`config.mk`:
```
export PLATFORM = sky130hd
export DESIGN_NAME = defuzz_scheduler
export DESIGN_NICKNAME = d
export VERILOG_FILES = /design/src/rtl/fuzzy_pkg.sv /design/src/rtl/rr_arbiter.sv /design/src/rtl/defuzz_scheduler.sv
export SDC_FILE = /design/constraint.sdc
export NUM_CORES = 1
export LEC_CHECK = 0
export BUFFER_PORTS_ARGS = -buffer_cell sky130_fd_sc_hd__buf_2
export CAP_MARGIN = 20
export CELL_PAD_IN_SITES_DETAIL_PLACEMENT = 1
export CELL_PAD_IN_SITES_GLOBAL_PLACEMENT = 1
export CORE_UTILIZATION = 30
export DETAILED_ROUTE_END_ITERATION = 10
export GPL_ROUTABILITY_DRIVEN = 0
export GPL_TIMING_DRIVEN = 0
export PLACE_DENSITY = 0.75
export SLEW_MARGIN = 20
export SYNTH_ARGS = -nofsm -noshare
export SYNTH_HDL_FRONTEND = slang
export SYNTH_HIERARCHICAL = 1
export SYNTH_SLANG_ARGS = --single-unit
export TNS_END_PERCENT = 30
```
`constraint.sdc`:
```
create_clock -name clk -period 3 [get_ports clk]
set_input_delay 0.15 -clock clk [delete_from_list [all_inputs] [get_ports clk]]
set_output_delay 0.15 -clock clk [all_outputs]
set_load 0.1 [all_outputs]
```
`src/rtl/fuzzy_pkg.sv`:
```
// fuzzy_pkg: shared widths and edge-class codes for the fuzzy edge-detection
// pipeline, plus the threshold-to-class mapping used by the defuzzifier
// scheduler when DEFUZZ_SCHED_CLASSIFY_EN is defined.
package fuzzy_pkg;

  localparam int unsigned MW = 10;  // membership value width
  localparam int unsigned DW = 8;   // crisp value width

  localparam logic [DW-1:0] CLS_STRONG = 8'h00;
  localparam logic [DW-1:0] CLS_WEAK   = 8'h0F;
  localparam logic [DW-1:0] CLS_NONE   = 8'hFF;

  function automatic logic [DW-1:0] classify(input logic [DW-1:0] v,
                                             input logic [DW-1:0] hi,
                                             input logic [DW-1:0] lo);
    if (v >= hi)      return CLS_STRONG;
    else if (v >= lo) return CLS_WEAK;
    else              return CLS_NONE;
  endfunction

endpackage

```
`src/rtl/rr_arbiter.sv`:
```
// rr_arbiter: combinational round-robin picker. Grants the first asserted
// eligible bit at or after ptr, wrapping modulo NREQ.
// Ports:
//   eligible  [NREQ]  lanes that may be granted this cycle
//   ptr       [PW]    search start position
//   grant     [NREQ]  one-hot grant (all zero when nothing eligible)
//   grant_idx [PW]    index of the granted lane (0 when no grant)
module rr_arbiter #(
  parameter int unsigned NREQ = 4,
  parameter int unsigned PW   = 2
) (
  input  logic [NREQ-1:0] eligible,
  input  logic [PW-1:0]   ptr,
  output logic [NREQ-1:0] grant,
  output logic [PW-1:0]   grant_idx
);

  int unsigned idx;
  logic        found;

  always_comb begin
    grant     = '0;
    grant_idx = '0;
    found     = 1'b0;
    idx       = 0;
    for (int unsigned k = 0; k < NREQ; k++) begin
      idx = (32'(ptr) + k) % NREQ;
      if (!found && eligible[idx]) begin
        found          = 1'b1;
        grant[idx]     = 1'b1;
        grant_idx      = PW'(idx);
      end
    end
  end

endmodule

```
`src/rtl/defuzz_scheduler.sv`:
```
// defuzz_scheduler: shares one external defuzzifier (fixed DFZ_LAT register
// stages) among NREQ pixel lanes. Round-robin issue of registered operands,
// a {valid,lane} tag pipe matched to the datapath latency, and a one-entry
// result buffer per lane with valid/ready backpressure.
// Optional: define DEFUZZ_SCHED_CLASSIFY_EN to map captured results to edge
// classes (>=THR_HI strong, >=THR_LO weak, else none) before buffering.
// Ports:
//   clk, rst_n                    clock, synchronous active-low reset
//   req_valid/req_ready [NREQ]    per-lane request handshake
//   req_mmin/mmid/mmax [NREQ*MW]  lane i operands at [MW*i +: MW]
//   dfz_mmin/mmid/mmax [MW]       registered operands to the datapath
//   dfz_defuzzed [DW]             datapath result
//   res_valid/res_ready [NREQ]    per-lane result handshake
//   res_data [NREQ*DW]            lane i result at [DW*i +: DW]
//   busy                          any op in flight or result buffered
module defuzz_scheduler
  import fuzzy_pkg::*;
#(
  parameter int unsigned NREQ    = 4,
  parameter int unsigned DFZ_LAT = 0,
  parameter int unsigned THR_HI  = 192,
  parameter int unsigned THR_LO  = 64
) (
  input  logic               clk,
  input  logic               rst_n,
  input  logic [NREQ-1:0]    req_valid,
  output logic [NREQ-1:0]    req_ready,
  input  logic [NREQ*MW-1:0] req_mmin,
  input  logic [NREQ*MW-1:0] req_mmid,
  input  logic [NREQ*MW-1:0] req_mmax,
  output logic [MW-1:0]      dfz_mmin,
  output logic [MW-1:0]      dfz_mmid,
  output logic [MW-1:0]      dfz_mmax,
  input  logic [DW-1:0]      dfz_defuzzed,
  output logic [NREQ-1:0]    res_valid,
  input  logic [NREQ-1:0]    res_ready,
  output logic [NREQ*DW-1:0] res_data,
  output logic               busy
);

  localparam int unsigned PW = $clog2(NREQ);

  if (NREQ < 2 || NREQ > 8 || DFZ_LAT > 7 || THR_HI > 255 || THR_LO > THR_HI) begin : g_bad_cfg
    $error("defuzz_scheduler: unsupported parameter set");
  end

  logic [NREQ-1:0][MW-1:0] mmin_a, mmid_a, mmax_a;
  assign mmin_a = req_mmin;
  assign mmid_a = req_mmid;
  assign mmax_a = req_mmax;

  logic [NREQ-1:0]           eligible, grant;
  logic [PW-1:0]             grant_idx;
  logic [DW-1:0]             cap_val;

  logic [PW-1:0]             ptr_q, ptr_d;
  logic [NREQ-1:0]           pending_q, pending_d;
  logic [NREQ-1:0]           res_full_q, res_full_d;
  logic [NREQ-1:0][DW-1:0]   res_data_q, res_data_d;
  logic [MW-1:0]             dfz_mmin_q, dfz_mmin_d;
  logic [MW-1:0]             dfz_mmid_q, dfz_mmid_d;
  logic [MW-1:0]             dfz_mmax_q, dfz_mmax_d;
  logic [DFZ_LAT:0]          tag_vld_q, tag_vld_d;
  logic [DFZ_LAT:0][PW-1:0]  tag_lane_q, tag_lane_d;

  // A lane holds at most one operation, in flight or buffered.
  assign eligible = req_valid & ~pending_q & ~res_full_q;

  rr_arbiter #(
    .NREQ (NREQ),
    .PW   (PW)
  ) u_arb (
    .eligible  (eligible),
    .ptr       (ptr_q),
    .grant     (grant),
    .grant_idx (grant_idx)
  );

`ifdef DEFUZZ_SCHED_CLASSIFY_EN
  assign cap_val = classify(dfz_defuzzed, DW'(THR_HI), DW'(THR_LO));
`else
  assign cap_val = dfz_defuzzed;
`endif

  always_comb begin
    ptr_d      = ptr_q;
    pending_d  = pending_q;
    res_full_d = res_full_q & ~res_ready;
    res_data_d = res_data_q;
    dfz_mmin_d = dfz_mmin_q;
    dfz_mmid_d = dfz_mmid_q;
    dfz_mmax_d = dfz_mmax_q;
    tag_vld_d  = '0;
    tag_lane_d = '0;

    for (int unsigned s = 1; s <= DFZ_LAT; s++) begin
      tag_vld_d[s]  = tag_vld_q[s-1];
      tag_lane_d[s] = tag_lane_q[s-1];
    end

    if (|grant) begin
      ptr_d                = (grant_idx == PW'(NREQ-1)) ? '0 : grant_idx + 1'b1;
      pending_d[grant_idx] = 1'b1;
      dfz_mmin_d           = mmin_a[grant_idx];
      dfz_mmid_d           = mmid_a[grant_idx];
      dfz_mmax_d           = mmax_a[grant_idx];
      tag_vld_d[0]         = 1'b1;
      tag_lane_d[0]        = grant_idx;
    end

    // The captured lane is pending, so it cannot be the lane granted or
    // drained this cycle; the updates above never collide with these.
    if (tag_vld_q[DFZ_LAT]) begin
      res_full_d[tag_lane_q[DFZ_LAT]] = 1'b1;
      pending_d[tag_lane_q[DFZ_LAT]]  = 1'b0;
      res_data_d[tag_lane_q[DFZ_LAT]] = cap_val;
    end
  end

  always_ff @(posedge clk) begin
    if (!rst_n) begin
      ptr_q      <= '0;
      pending_q  <= '0;
      res_full_q <= '0;
      res_data_q <= '0;
      dfz_mmin_q <= '0;
      dfz_mmid_q <= '0;
      dfz_mmax_q <= '0;
      tag_vld_q  <= '0;
      tag_lane_q <= '0;
    end else begin
      ptr_q      <= ptr_d;
      pending_q  <= pending_d;
      res_full_q <= res_full_d;
      res_data_q <= res_data_d;
      dfz_mmin_q <= dfz_mmin_d;
      dfz_mmid_q <= dfz_mmid_d;
      dfz_mmax_q <= dfz_mmax_d;
      tag_vld_q  <= tag_vld_d;
      tag_lane_q <= tag_lane_d;
    end
  end

  assign req_ready = grant;
  assign dfz_mmin  = dfz_mmin_q;
  assign dfz_mmid  = dfz_mmid_q;
  assign dfz_mmax  = dfz_mmax_q;
  assign res_valid = res_full_q;
  assign res_data  = res_data_q;
  assign busy      = (|pending_q) | (|res_full_q);

endmodule

```
==> results.ini, run 1 <==
[logic_synthesis]
synth-simple-area-share=0.136
seq_area_frac_synth=0.390
synthesis.instances=328
synth_area_per_cell_um2=11.7
ys_types=37
synth.area.top_cells=dfxtp_1 (39%), mux4_2 (20%), a22o_1 (6.8%), mux2i_1 (6.5%), nor2b_1 (4.7%)
synth_top_family_by_area=multiplexers
synthFlopType=dfxtp_1
synth_top_area_share=0.390
synthMuxAreaShare=0.267
ys_ff_latch=75
synth_xor_area_frac=0
synthesis.nets=475
yosysTopAreaCell=dfxtp_1
synth_fa_ha_area_frac=0.0293
synth_compound_area_frac=0.132
netlist_area_um2=3850
async_flop_share=0
ys_warn_count=6
synth_edf_count=0

[cts]
clk_path_buf_depth=2
htreeDepth=3
root_buffer=clkbuf_16
clk_pin_slew_ns=0.06
insertion_delay_ns=0.33
cts_tree=yes
cts_buffers=9
clkSinkCount=75
holdBufCountCts=0

[floorplan]
core_area_um2=12300
dieHeight_um=115
initial_core_util=0.314
row_count=40
fp.dieW_um=115
pin_count=209
dieArea_um2=13300

[route]
drt_iter0_markers=130
ant_nets=0
vias=3697
vias_per_cell=4.94
wire_per_inst_um=18.7
routed_wl_um=14000
drc=0
dr.pass1.iters=4

[min_path]
min_from=res_ready[1]
hp-class=input port to register

[cells_and_area]
final_cell_mix=buf_2 (206), dfxtp_1 (69), buf_4 (34), mux4_2 (34), a22o_1 (30)
nNetsFinal=721
syn2layout_area_growth_pct=54.3
final_common_cell=buf_2
fillerInstances=1411
drive_gt1_frac=0.573
stdcell_count=749

[timing]
fin_crit_sh=0.977
slew_headroom=0.482
skew_ns=0.00708
setup_viol=0
whs_ns=0.0743
hold_viol_final=0
rsz0062_at_grt=yes
worst_slew_pin_slew_ns=0.777
fin_crit_ns=2.93
slew_viol_final=0
fmax_mhz=341

[setup_path]
crit_chain=clkinvlp_4, ha_4, mux4_2, buf_6, buf_6, a211oi_1, o2bb2ai_4, buf_4, mux4_2, a22o_1
worstSetupPathType=register to register
arrival_ns=3.15
max_stage_delay_ns=0.42
path_max_fanout=10
startpoint=ptr_q[1]
cpMaxStageDelayCell=mux4_2
worst_setup_path_end_kind=register
crit_required_ns=3.22
r2r-start=ptr_q[1]
startpoint_type=register

[global_route]
grt_antenna_before_repair=2
grt.overflow.total=0
grt_pass1_wl_um=20800
grtUsageTotal=0.210
grt_max_degree=13
grt_pass1_vias=3950

[flow_run]
drv_cap=0

[place]
hpwl_um=10600
dp_cells=703
portBuffers=207

[status]
status=complete, no violations

flip-flops by register name, summed over array words and instances, names as in the netlist, 2 cells and up:
register	count
tag_lane_q	2
res_data	32
res_valid	4
dfz_mmin	10
dfz_mmid	10
pending_q	4
dfz_mmax	10
ptr_q	2
worst max-delay path: cells and delay by family (launching register included):
family,cells,cell delay (ns)
compound gates,3,0.83
mux,2,0.74
buf+inv,4,0.61
flops,1,0.36
fa+ha+maj,1,0.28
cells in the mapped netlist (4+ instances only):
cell type,number
nor3b_1,6
dfxtp_1,75
o2bb2ai_1,5
mux2i_1,25
nand2_1,28
ha_1,9
mux4_2,34
a221oi_1,4
buf_2,8
inv_1,5
nor2_1,6
a22o_1,30
nor2b_1,29
a21oi_1,4
buf_6,6
a21boi_0,13
clkbuf_1,12
final timing paths:
kind	to	slack, ns	cells after the start
worst min-delay path	res_valid[1]	0.07	3
worst max register to register	dfz_mmid[0]	0.07	10
worst min register to register	dfz_mmax[3]	0.47	1
worst max-delay path	dfz_mmid[0]	0.07	10
kinds of logic after synthesis:
family,count (synthesis)
flops,75
compound gates,62
simple gates,91
fa+ha+maj,9
mux,60
buf+inv,31
cell type report:
type                       instances  area (um2)  area share
antenna                            2        5.00    0.000844
buffer                            23         178      0.0299
clock buffer                      12         246      0.0415
clock inverter                     4        26.3     0.00443
inverter                           5        25.0     0.00422
multi-input combinational        222        2430       0.409
sequential                        75        1520       0.257
tap                              168         210      0.0354
timing repair buffer             238        1290       0.218
metal layers:
metal | GRT usage | up-vias | routed length, um
met5 | 0 | - | 0
met4 | 0.0840 | 0 | 381
met3 | 0.0712 | 22 | 1140
met2 | 0.403 | 147 | 7590
met1 | 0.204 | 1800 | 4870
li1 | - | 1728 | -
timing repair:
item,CTS,global route
resized for setup,37,15
buffers inserted,23,7
gates cloned,1,0
pin swaps,8,10
setup endpoints to repair,38,36
per-stage QoR:
step	setup TNS, ns	worst slack [ns]	area, um2	util
detailed placement	-23.17	-0.754	5260	0.429
finish	0	0.0685	5930	0.484
global route	-0.224	-0.0286	5930	0.484
floorplan	-8.38	-0.279	4010	-
CTS	0	0.0103	5860	0.478
global placement	-18.42	-0.603	5260	0.429
Power of run 1 is left out: the tool's default activity adds up to more than one toggle a clock period on the data nets, which glitch-free logic cannot reach.
==> run 2: changes to the inputs <==
--- a/config.mk
+++ b/config.mk
@@ -10,6 +10,7 @@
 export CELL_PAD_IN_SITES_DETAIL_PLACEMENT = 1
 export CELL_PAD_IN_SITES_GLOBAL_PLACEMENT = 1
 export CORE_UTILIZATION = 30
+export CTS_BUF_LIST = sky130_fd_sc_hd__clkbuf_16
 export DETAILED_ROUTE_END_ITERATION = 10
 export GPL_ROUTABILITY_DRIVEN = 0
 export GPL_TIMING_DRIVEN = 0
==> run 2 against run 1 <==
  * Maximum frequency is essentially flat
  * Non-clock buffer count is the same
  * Die area is the same
  * Final cell count is the same
  * Flip-flop and latch count is the same
  * Count of clock-buffer cells in the layout shrank 3
  * Critical path type unchanged
  * Via count is essentially flat
  * Setup slack is essentially flat
==> results.ini, run 2 (synthesized netlist as in run 1, its figures left out) <==
[status]
status=complete, no violations

[route]
met1_length_um=4890  ; +0.39%
ant_nets=0  ; unchanged
drc=0  ; unchanged
routed-wl-met3_um=1120  ; -1.8%
dr.pass1.iters=4  ; unchanged
wire_per_inst_um=18.6  ; -0.14%
routed_wl_um=14000  ; -0.14%
vias_per_cell=4.94  ; about the same
dr.max_layer_used=met4
route.met2.wl_um=7570  ; -0.22%
vias=3700  ; +0.081%
drt_iter0_markers=143  ; +10%

[floorplan]
initial_core_util=0.314  ; unchanged
dieArea_um2=13300  ; unchanged
row_count=40  ; unchanged
fp.dieW_um=115  ; unchanged
pin_count=209  ; unchanged
core_area_um2=12300  ; unchanged
dieHeight_um=115  ; unchanged

[setup_path]
arrival_ns=3.15  ; about the same
crit_chain=clkinvlp_4, ha_4, mux4_2, buf_6, buf_6, a211oi_1, o2bb2ai_4, buf_4, mux4_2, a22o_1
worst_setup_path_end_kind=register
cpMaxStageDelayCell=mux4_2
crit_family=compound AO/OA/AOI/OAI gates
path_max_fanout=10  ; unchanged
startpoint_type=register
cp_num_buf_inv=4  ; unchanged
max_stage_delay_ns=0.42  ; about the same
r2r_slack_ns=0.07  ; about the same
crit_required_ns=3.22  ; about the same
worstSetupPathType=register to register

[cts]
clkSinkCount=75  ; unchanged
clk_path_buf_depth=2  ; unchanged
clk_pin_slew_ns=0.06  ; about the same
cts_buffers=9  ; unchanged
cts_tree=yes
htreeDepth=3  ; unchanged
root_buffer=clkbuf_16
insertion_delay_ns=0.33  ; about the same

[timing]
fin_crit_sh=0.977  ; about the same
skew_ns=0.00715  ; +0.0000707 ns
fmax_mhz=341  ; about the same
fin_crit_ns=2.93  ; -0.000364 ns
worst_slew_pin_slew_ns=0.785  ; +0.00779 ns
rsz0062_at_grt=yes
hold_viol_final=0  ; unchanged
finalSetupTns_ns=0  ; unchanged
setup_viol=0  ; unchanged
timing.final.ws_setup_ns=0.0689  ; +0.000364 ns
slew_viol_final=0  ; unchanged
slew_headroom=0.477  ; -0.00519

[cells_and_area]
stdcell_area_um2=5920  ; -0.17%
fillerInstances=1410  ; -0.071%
fin_util=0.483  ; -0.000817
final_common_cell=buf_2
largest_register_ffs=32  ; unchanged
drive_gt1_frac=0.572  ; -0.00173
final_cell_mix=buf_2 (206), dfxtp_1 (69), buf_4 (34), mux4_2 (34), a22o_1 (30)
syn2layout_area_growth_pct=54.0
nNetsFinal=721  ; unchanged

[place]
pre_cts_ws_ns=-0.754  ; unchanged
dpl_cell_area_um2=5260  ; unchanged
hpwl_um=10600  ; unchanged
portBuffers=207  ; unchanged

[global_route]
grt.overflow.total=0  ; unchanged
grt_max_degree=13  ; unchanged
grtUsageTotal=0.209  ; -0.000409
grt_pass1_vias=3951  ; +0.025%
grt_pass1_wl_um=20800  ; -0.20%
grt_antenna_before_repair=2  ; unchanged

[min_path]
hp-class=input port to register

[flow_run]
drv_cap=0  ; unchanged

==> run 2: cell types whose count changed in the layout (fill, tap and decap cells not counted) <==
cell,delta
clkbuf_1,-2
clkbuf_8,-1
clkinv_1,+1
inv_1,+2
==> run 2: final timing paths <==
| check | start | end | depth (start not counted) |
|---|---|---|---|
| setup / recovery | ptr_q[1] | dfz_mmid[0] | 10 |
| setup reg to reg | ptr_q[1] | dfz_mmid[0] | 10 |
| hold reg to reg | dfz_mmax[3] | dfz_mmax[3] | 1 |
| hold / removal | res_ready[1] | res_valid[1] | 3 |
==> run 2: cell type report <==
class	instances	area, um2	share of cell area
plain buffers	23	178	0.0300
inverters	5	25.0	0.00422
flip-flops and latches	75	1520	0.257
diodes	2	5.00	0.000845
well taps	168	210	0.0355
clock buffers	9	225	0.0380
multi-input cells	222	2430	0.410
repair buffers	238	1290	0.218
clock inverters	7	37.5	0.00634
==> run 2: what timing repair did <==
action | CTS | global route
buffers inserted | 23 | 7
pin swaps | 8 | 10
hold buffers | 0 | 0
gates resized for setup | 37 | 15
gates cloned | 1 | 0
setup endpoints to repair | 38 | 36
==> run 2: per-layer routing <==
layer	GRT usage	vias to the layer above
met4	0.0840	0
met5	0	-
met3	0.0696	22
li1	-	1728
met2	0.403	147
met1	0.204	1803
==> run 2: stage by stage <==
stage               cells  hold WS, ns
finish                749       0.0731
detailed placement    703        0.421
floorplan             328        0.295
global placement      703        0.414
CTS                   741       0.0631
global route          749       0.0738
==> run 2: worst reg2reg max path: cells and delay by family, from the launching register on <==
family	cells	cell delay [ns]
compound gates	3	0.83
mux	2	0.74
buf+inv	4	0.61
flops	1	0.36
fa+ha+maj	1	0.28
Power of run 2 is left out for the same reason.
